==> config.mk <==
export PLATFORM = sky130hd
export DESIGN_NAME = sap2_computer
export DESIGN_NICKNAME = d
export VERILOG_FILES = /design/src/rtl/sap2_computer.sv
export SDC_FILE = /design/constraint.sdc
export NUM_CORES = 2
export LEC_CHECK = 0
export BUFFER_PORTS_ARGS = -buffer_cell sky130_fd_sc_hd__buf_2
export CAP_MARGIN = 30
export CORE_UTILIZATION = 29
export DETAILED_ROUTE_END_ITERATION = 12
export GPL_TIMING_DRIVEN = 0
export PLACE_DENSITY_LB_ADDON = 0.3
export SLEW_MARGIN = 15
export SYNTH_ARGS = -nofsm -noshare
export SYNTH_HDL_FRONTEND = slang
export SYNTH_SLANG_ARGS = --single-unit
==> constraint.sdc <==
create_clock -name clk -period 7.7 [get_ports clk]
set_clock_uncertainty 0.15 [all_clocks]
set_input_delay 0 -clock clk [delete_from_list [all_inputs] [get_ports clk]]
set_output_delay 0 -clock clk [all_outputs]
set_load 0.005 [all_outputs]
==> src/rtl/sap2_computer.sv <==
// SAP-2-style 8-bit microcoded computer: PC, MAR, IR, A/B registers, ALU with Z/C/N
// flags, output register, internal RAM and a fixed-length fetch/execute sequencer.

module sap2_ram #(
  parameter int DATA_WIDTH = 8,
  parameter int ADDR_WIDTH = 8
) (
  input  logic                  clk,
  input  logic                  we_i,
  input  logic [ADDR_WIDTH-1:0] addr_i,
  input  logic [DATA_WIDTH-1:0] wdata_i,
  output logic [DATA_WIDTH-1:0] rdata_o
);
  logic [DATA_WIDTH-1:0] mem [0:2**ADDR_WIDTH-1];

  assign rdata_o = mem[addr_i];

  always_ff @(posedge clk) begin
    if (we_i) mem[addr_i] <= wdata_i;
  end

`ifndef SYNTHESIS
  task dump();
    for (int i = 0; i < 2**ADDR_WIDTH; i++)
      if (mem[i] != '0) $display("mem[%02h] = %02h", i, mem[i]);
  endtask
`endif
endmodule

module sap2_register #(
  parameter int DATA_WIDTH = 8
) (
  input  logic                  clk,
  input  logic                  reset,
  input  logic                  load_i,
  input  logic [DATA_WIDTH-1:0] data_i,
  output logic [DATA_WIDTH-1:0] data_o
);
  logic [DATA_WIDTH-1:0] latched_data;

  always_ff @(posedge clk) begin
    if (reset)       latched_data <= '0;
    else if (load_i) latched_data <= data_i;
  end

  assign data_o = latched_data;
endmodule

module sap2_computer #(
  parameter int DATA_WIDTH = 8,
  parameter int ADDR_WIDTH = 8
) (
  input  logic                  clk,
  input  logic                  reset,
  output logic [DATA_WIDTH-1:0] out_val,
  output logic                  flag_zero_o,
  output logic                  flag_carry_o,
  output logic                  flag_negative_o
);
  localparam logic [DATA_WIDTH-1:0] OP_LDA = 'h01, OP_ADD = 'h02, OP_SUB = 'h03,
                                    OP_STA = 'h04, OP_OUT = 'h05, OP_JMP = 'h06,
                                    OP_HLT = 'hFF;

  typedef enum logic [2:0] {ST_BOOT, ST_F0, ST_F1, ST_F2, ST_F3, ST_F4, ST_EXEC, ST_HALT} state_t;

  state_t                state_q, state_d;
  logic [2:0]            step_q, step_d;
  logic [ADDR_WIDTH-1:0] pc_q, mar_q;
  logic [DATA_WIDTH-1:0] ir_q, out_q;
  logic                  z_q, c_q, n_q, halt_q;
  logic                  halt;

  logic                  mar_from_pc, mar_from_mem, ir_load, pc_inc, pc_jump;
  logic                  a_load, a_src_alu, b_load, mem_we, out_load, flag_upd, halt_set;
  logic [DATA_WIDTH-1:0] a_data, b_data, ram_rdata, a_d;
  logic [DATA_WIDTH:0]   alu_res;

  function automatic logic [2:0] exec_len(input logic [DATA_WIDTH-1:0] op);
    case (op)
      OP_LDA:         return 3'd4;
      OP_ADD, OP_SUB: return 3'd6;
      OP_STA:         return 3'd3;
      default:        return 3'd1;
    endcase
  endfunction

  // Carry out of the 9-bit sum; for SUB it is the inverted borrow.
  function automatic logic [DATA_WIDTH:0] alu_f(input logic [DATA_WIDTH-1:0] a,
                                                input logic [DATA_WIDTH-1:0] b,
                                                input logic                  sub);
    if (sub) return {1'b0, a} + {1'b0, ~b} + (DATA_WIDTH+1)'(1);
    return {1'b0, a} + {1'b0, b};
  endfunction

  sap2_ram #(.DATA_WIDTH(DATA_WIDTH), .ADDR_WIDTH(ADDR_WIDTH)) u_ram (
    .clk(clk), .we_i(mem_we && !reset), .addr_i(mar_q), .wdata_i(a_data), .rdata_o(ram_rdata)
  );

  sap2_register #(.DATA_WIDTH(DATA_WIDTH)) u_register_A (
    .clk(clk), .reset(reset), .load_i(a_load), .data_i(a_d), .data_o(a_data)
  );

  sap2_register #(.DATA_WIDTH(DATA_WIDTH)) u_register_B (
    .clk(clk), .reset(reset), .load_i(b_load), .data_i(ram_rdata), .data_o(b_data)
  );

  assign alu_res = alu_f(a_data, b_data, ir_q == OP_SUB);
  assign a_d     = a_src_alu ? alu_res[DATA_WIDTH-1:0] : ram_rdata;

  always_ff @(posedge clk) begin
    if (reset) begin
      state_q <= ST_BOOT;
      step_q  <= '0;
    end else begin
      state_q <= state_d;
      step_q  <= step_d;
    end
  end

  // The boot state repeats the F0 transfer, giving one settle cycle after reset.
  always_comb begin
    state_d      = state_q;
    step_d       = step_q;
    mar_from_pc  = 1'b0;
    mar_from_mem = 1'b0;
    ir_load      = 1'b0;
    pc_inc       = 1'b0;
    pc_jump      = 1'b0;
    a_load       = 1'b0;
    a_src_alu    = 1'b0;
    b_load       = 1'b0;
    mem_we       = 1'b0;
    out_load     = 1'b0;
    flag_upd     = 1'b0;
    halt_set     = 1'b0;
    case (state_q)
      ST_BOOT: begin mar_from_pc = 1'b1; state_d = ST_F0; end
      ST_F0:   begin mar_from_pc = 1'b1; state_d = ST_F1; end
      ST_F1:   begin ir_load = 1'b1; pc_inc = 1'b1; state_d = ST_F2; end
      ST_F2:   begin mar_from_pc = 1'b1; state_d = ST_F3; end
      ST_F3:   begin mar_from_mem = 1'b1; pc_inc = 1'b1; state_d = ST_F4; end
      ST_F4:   begin state_d = ST_EXEC; step_d = 3'd1; end
      ST_EXEC: begin
        case (ir_q)
          OP_LDA: if (step_q == 3'd4) begin a_load = 1'b1; flag_upd = 1'b1; end
          OP_ADD, OP_SUB: begin
            b_load = (step_q == 3'd2);
            if (step_q == 3'd6) begin a_load = 1'b1; a_src_alu = 1'b1; flag_upd = 1'b1; end
          end
          OP_STA:  mem_we   = (step_q == 3'd3);
          OP_OUT:  out_load = 1'b1;
          OP_JMP:  pc_jump  = 1'b1;
          OP_HLT:  halt_set = 1'b1;
          default: ;
        endcase
        if (ir_q == OP_HLT)                 state_d = ST_HALT;
        else if (step_q == exec_len(ir_q)) state_d = ST_F0;
        else                                step_d  = step_q + 3'd1;
      end
      ST_HALT: state_d = ST_HALT;
      default: state_d = ST_F0;
    endcase
  end

  always_ff @(posedge clk) begin
    if (reset) begin
      pc_q   <= '0;
      mar_q  <= '0;
      ir_q   <= '0;
      out_q  <= '0;
      z_q    <= 1'b0;
      c_q    <= 1'b0;
      n_q    <= 1'b0;
      halt_q <= 1'b0;
    end else begin
      if (mar_from_pc)       mar_q <= pc_q;
      else if (mar_from_mem) mar_q <= ADDR_WIDTH'(ram_rdata);
      if (ir_load)           ir_q  <= ram_rdata;
      if (pc_jump)           pc_q  <= mar_q;
      else if (pc_inc)       pc_q  <= pc_q + ADDR_WIDTH'(1);
      if (out_load)          out_q <= a_data;
      if (flag_upd) begin
        z_q <= (a_d == '0);
        n_q <= a_d[DATA_WIDTH-1];
        if (a_src_alu) c_q <= alu_res[DATA_WIDTH];
      end
      if (halt_set)          halt_q <= 1'b1;
    end
  end

  assign halt            = halt_q;
  assign out_val         = out_q;
  assign flag_zero_o     = z_q;
  assign flag_carry_o    = c_q;
  assign flag_negative_o = n_q;
endmodule

After elaboration in Yosys (flattened, before gate mapping)
Memory sizes are Yosys's and may differ from the RTL's. A register that Yosys moved wholly into a read port is not among the register bits.
Index checks and enable logic that the tools add are counted.
- logic and storage cells: 91
- output and inout bits: 11
- memories kept: 1
- RAM bits: 2048
- register bits: 57
- input port bits: 2
- equal/unequal tests: 22
- bitwise operators: 1
- add/subtract/negate cells: 5
- mux-type cells: 39
- reductions and logical operators: 12
- memory list (memory ; words ; width ; rd ports ; clocked after memory_dff ; wr ports ; line ; text):
    u_ram.mem ; 256 ; 8 ; 1 ; 1 ; 1 ; 14 ; logic [DATA_WIDTH-1:0] mem [0:2**ADDR_WIDTH-1];
- operators with widths (cell ; count):
    2-to-1 mux 8 bit ; 7
    equality test 8 x 3 -> 1 bit (second input constant) ; 3
    case mux 3 bit (8 select lines) ; 1
    2-to-1 mux 1 bit ; 20
    adder 8 x 8 -> 9 bit ; 2
    equality test 3 bit (second input constant) ; 6
    2-to-1 mux 3 bit ; 6
    2-to-1 mux 9 bit ; 2
    equality test 8 x 2 -> 1 bit (second input constant) ; 2
    equality test 3 x 2 -> 1 bit (second input constant) ; 4
    adder 9 x 1 -> 9 bit (second input constant) ; 1
    case mux 3 bit (3 select lines) ; 1
    adder 8 x 1 -> 8 bit (second input constant) ; 1
    equality test 8 x 1 -> 1 bit (second input constant) ; 1
    equality test 8 bit (second input constant) ; 1
    logical NOT 8 bit ; 1
    NOT 8 bit ; 1
    case mux 3 bit (2 select lines) ; 1
    nonzero test 2 bit ; 3
    != test 2 bit (second input constant) ; 2
    OR reduction 2 bit ; 2
    adder 3 x 1 -> 3 bit (second input constant) ; 1
    equality test 3 x 1 -> 1 bit (second input constant) ; 1
    equality test 3 bit ; 1
    8 further kinds ; 8

Logic depth before layout (Yosys ltp)
- depth after elaboration: 9
- depth in mapped cells: 16
- depth with buffers taken out: 14

By module
Synthesis repeated with hierarchy kept, for this count alone.
- cell total of the unflattened synthesis: 3955
- area, all modules: 81758.4 um^2
- modules (own cells, without submodules) (module ; area each (um^2) ; sequential area each (um^2) ; cells an instance ; times used):
    sap2_ram ; 78332.6 ; 61499.0 ; 3539 ; 1
    sap2_computer ; 2855.2 ; 820.8 ; 364 ; 1
    sap2_register ; 285.3 ; 160.2 ; 26 ; 2

Worst setup path before layout
OpenSTA, ideal clock, no wires.
- kind: flip-flop to flip-flop
- start: register u_register_A.latched_data[0], in the netlist u_register_A.data_o[0]
- end: register z_q, in the netlist flag_zero_o
- buffers on the path: 0
- slack: 1.668 ns
- period minus slack after synthesis: 6.032 ns
- setup time: 0.123 ns
- data required time: 7.427 ns
- data arrival time: 5.759 ns
- cell stages (with the launch flop): 14
- cell sequence: dfxtp_1 -> ha_1 -> inv_1 -> fa_1 -> o21ba_2 -> o21ai_0 -> a21oi_1 -> o21ai_0 -> mux2i_1 -> xnor2_1 -> a211oi_1 -> a21oi_1 -> o2111ai_1 -> o21ai_1
- cells in the longest elaborated chain, start to end: 6
- ends and longest elaborated chain (what ; line ; text):
    from (decl) ; 39 ; logic [DATA_WIDTH-1:0] latched_data;
    from (signal assigned) ; 43 ; else if (load_i) latched_data <= data_i;
    adder 8 x 8 -> 9 bit ; 91 ; if (sub) return {1'b0, a} + {1'b0, ~b} + (DATA_WIDTH+1)'(1);
    adder 9 x 1 -> 9 bit ; 91 ;
    2-to-1 mux 9 bit ; 91 ;
    2-to-1 mux 9 bit * ; 92 ; return {1'b0, a} + {1'b0, b};
    2-to-1 mux 8 bit * ; 108 ; assign a_d = a_src_alu ? alu_res[DATA_WIDTH-1:0] : ram_rdata;
    logical NOT 8 bit * ; 183 ; z_q <= (a_d == '0);
    to (signal assigned) ; 183 ;
    to (decl) ; 70 ; logic z_q, c_q, n_q, halt_q;
Every way passes the cells marked *; elsewhere a longest branch is shown, timed or not. The select of a mux whose other input is x is not followed.
A chain may end at the register's enable or synchronous reset.

==> results by group <==
Placed design
  • Routability cong.: 1.05
  • Placed inst area: ~0.09 mm^2
  • Placed Cells incl. Taps: between 8k and 9k
  • I/O Buffers: 12
  • Post-DP HPWL: 245 mm

Synthesis
  • Ys Warns: 0
  • Total nets after synthesis: 4,238
  • Netlist cell types: between 80 and 90
  • Top cell type's share of synthesized area: between 70% and 80%
  • Mapped Area: about 0.083 mm^2
  • Sequential share of the synthesized area: between 70% and 80%
  • Area leader, netlist: edfxtp_1
  • Synth Instances: between 4k and 5k
  • Ys flop type: edfxtp_1
  • Avg Cell Area, Syn: a little under 20 um^2
  • Async set or reset register ratio after synthesis: 0%
  • Seq cells post-synth: 2,112
  • Post-synth EDFFs: ~2.0k
  • Synth area leaders: edfxtp_1 74%, mux4_2 13%, mux2i_1 1.8%, nor2_1 1.6%, dfxtp_1 1.5%

Cells and area
  • Area delta synth->final: 17.4%
  • Fin nets: 4,631
  • Fillers: roughly 27k
  • Final std cells w/o fill: around 8.6k
  • Area occupied by multi-input gates: 0.0190 mm^2
  • Finished Cell Area: 0.0977 mm^2
  • Proportion of layout cells with a drive suffix above 1: between 20% and 30%
  • Register area: ~0.063 mm^2

Floorplan
  • DIE AREA: 0.289 mm^2
  • Row count: ~200
  • I/O pin count: 13
  • Starting Density: 29.2%
  • Core Region: 0.285 mm^2
  • Die X: about 540 um
  • Die Ht: between 500 and 600 um

Timing
  • Tcrit/Tclk final: around 96%
  • Fin crit period: 7.36 ns
  • Slew Viols, Final: 0
  • Slew @ Worst Pin: around 1.2 ns
  • Relative max-transition margin: around 20%
  • Unrepaired setup endpoints after global routing: false
  • Final Hold Viols: 0
  • Max Clk Rate: roughly 0.14 GHz
  • Final setup vio count: 0
  • Fin Hold WS: between 0.08 and 0.09 ns

Status
  • Status: completed

Worst hold path
  • Worst Hold Launch: reset
  • Worst min path class: primary input to flop

Route
  • Final wirelength: around 360 mm
  • DRT iter0 DRCs: ~10k
  • Antenna-violating nets left: 0
  • Drt pass-1 iters: 6
  • DR vias: between 50k and 60k
  • DRC viols: 0
  • Vias per inst: 5.89
  • DR WL/cell: ~42 um

Clock network
  • Root buffer cell: clkbuf_16
  • CTS tree: yes
  • Clock Sink Count: 2,112
  • Cts bufs inserted: 217
  • Worst-case clock buffer depth: 3
  • Max H-tree Level: 4
  • Post_cts resized: 0
  • Clock Latency Late Sink: between 0.8 and 0.9 ns
  • Clock-pin slew on the worst setup and hold paths: ~0.06 ns

Global routing
  • Final global-route overflow total: 0
  • Total track usage: 24.8%
  • Vias in the first global route: approximately 46k
  • Largest net degree at the start of global routing: 81
  • Global-route wire length before repair: about 470 mm
  • Antenna violations before repair: 37

Critical path
  • Worst setup EP type: flop
  • Startpoint types: flop
  • Worst-path fanout max: 10
  • Slowest CP cell: buf_2
  • Critical path type: flop to flop
  • Worst-path cell chain: buf_4, buf_2, buf_2, buf_2, clkbuf_2, nand2_1, a31oi_1, o21ai_0, nor3_1, a211oi_1, a311oi_2, o21ai_0, a311oi_1
  • CP Data Required Time: 8.32 ns
  • CP arrival: approximately 8.0 ns
  • Crit-path max cell delay: between 0.9 and 1 ns
  • Cell mode on critical path: buf_2

Pwr
  • P per Cell Area: ~280 mW/mm^2
  • Leakage: 0.0315 uW
  • Max IR drop VDD: 0.000223 V

Run
  • MaxCap Viol Count: 0
kinds of logic after synthesis:
kind of cell    synth area share (%)
flops                           75.4
simple gates                    3.99
compound gates                  3.42
xor+xnor                       0.105
fa+ha+maj                      0.364
buf+inv                         1.83
mux                             14.9
state kept, by name, summed over array words and instances, names as in the netlist, 3 cells and up, named ones only:
name and cells:
ir_q 8, mar_q 8, out_val 8, pc_q 8, state_q 3, step_q 3
u_ram.mem 2048, u_register_A.data_o 7, u_register_B.data_o 8
worst paths after layout:
kind | end | depth (start not counted) | slack [ns]
max | mar_q[1]$_SDFFE_PP0N_ | 13 | 0.34
min | flag_zero_o$_SDFFE_PP0P_ | 6 | 0.08
max reg2reg | mar_q[1]$_SDFFE_PP0N_ | 13 | 0.34
min reg2reg | ir_q[3]$_SDFFE_PP0P_ | 2 | 0.33
worst max-delay path, delay by kind of cell, from the launching register on:
family / cells / cell delay [ns]
AOI/OAI and AO/OA: 6 / 2.07
and+or+nand+nor: 2 / 1.17
DFF: 1 / 0.33
buffers and inverters: 5 / 3.42
cell type report:
class                   count  share of cell area (%)
flip-flops and latches   2112                    64.3
diodes                     19                  0.0486
multi-input cells        1819                    19.5
well taps                3762                    4.82
clock inverters           137                    1.44
plain buffers             249                    1.52
clock buffers             269                    5.78
inverters                  33                   0.127
repair buffers            174                    2.53
per-stage QoR:
stage / setup TNS (ns) / utilization, % / setup slack (ns) / total power [uW]
after CTS: 0 / 34.1 / 0.941 / 27000
after global routing: 0 / 34.2 / 0.540 / 27400
after floorplan: 0 / - / 1.67 / 14300
final: 0 / 34.2 / 0.340 / 27200
after global placement: -2336.66 / 30.8 / -2.57 / 16500
after detailed placement: 0 / 31.7 / 0.920 / 16600
cell usage in the layout, fill, tap and decap left out, types with 24 or more instances in the layout:
cell / count
edfxtp_1: 2048
mux4_2: 474
nor2_1: 347
clkbuf_16: 218
nand2_1: 152
mux2i_1: 146
buf_4: 113
clkbuf_1: 106
buf_2: 84
a21oi_1: 66
dfxtp_1: 56
a22oi_1: 52
clkbuf_2: 51
clkinv_1: 51
o22ai_1: 47
o21ai_0: 45
buf_16: 45
nor2b_1: 41
nor3_1: 39
clkinv_2: 37
nand3_1: 36
a211oi_1: 36
buf_6: 34
inv_1: 30
mux2_2: 24
synthesized netlist by cell type (17+ instances only):
library cell	instances
nand3_1	36
clkbuf_1	106
buf_2	52
edfxtp_1	2048
ha_1	21
a21oi_1	66
o22ai_1	47
o21ai_0	45
mux4_2	474
nor3_1	40
nand4_1	17
nor2_1	352
dfxtp_1	64
inv_1	30
mux2i_1	146
nor2b_1	43
nand2_1	152
buf_4	44
mux2_2	24
buf_1	18
buf_6	25
a221oi_1	20
a22oi_1	52
a211oi_1	37
where the power goes:
group | leakage (uW) | total (uW) | switching (uW) | internal, uW
Clock | 0.00341 | 10700 | 4700 | 5960
Combinational | 0.00743 | 4150 | 3060 | 1090
Sequential | 0.0207 | 12400 | 19.4 | 12400
Total | 0.0315 | 27200 | 7780 | 19500
per-layer routing:
metal  up-vias  wire length [um]  global-route usage [%]
li1      18200                 -                       -
met1     27300            133000                    31.7
met2      4192            155000                    35.8
met3       879             49800                    8.97
met4        16             25500                    14.9
met5         -               303                   0.461
timing repair:
item | in CTS | in global routing
buffers inserted | 0 | 0
hold buffers | 2 | 0
hold endpoints to repair | 40 | 0
endpoints found under the setup margin | 0 | 0
No activity file was read; power rests on OpenSTA's default activity.
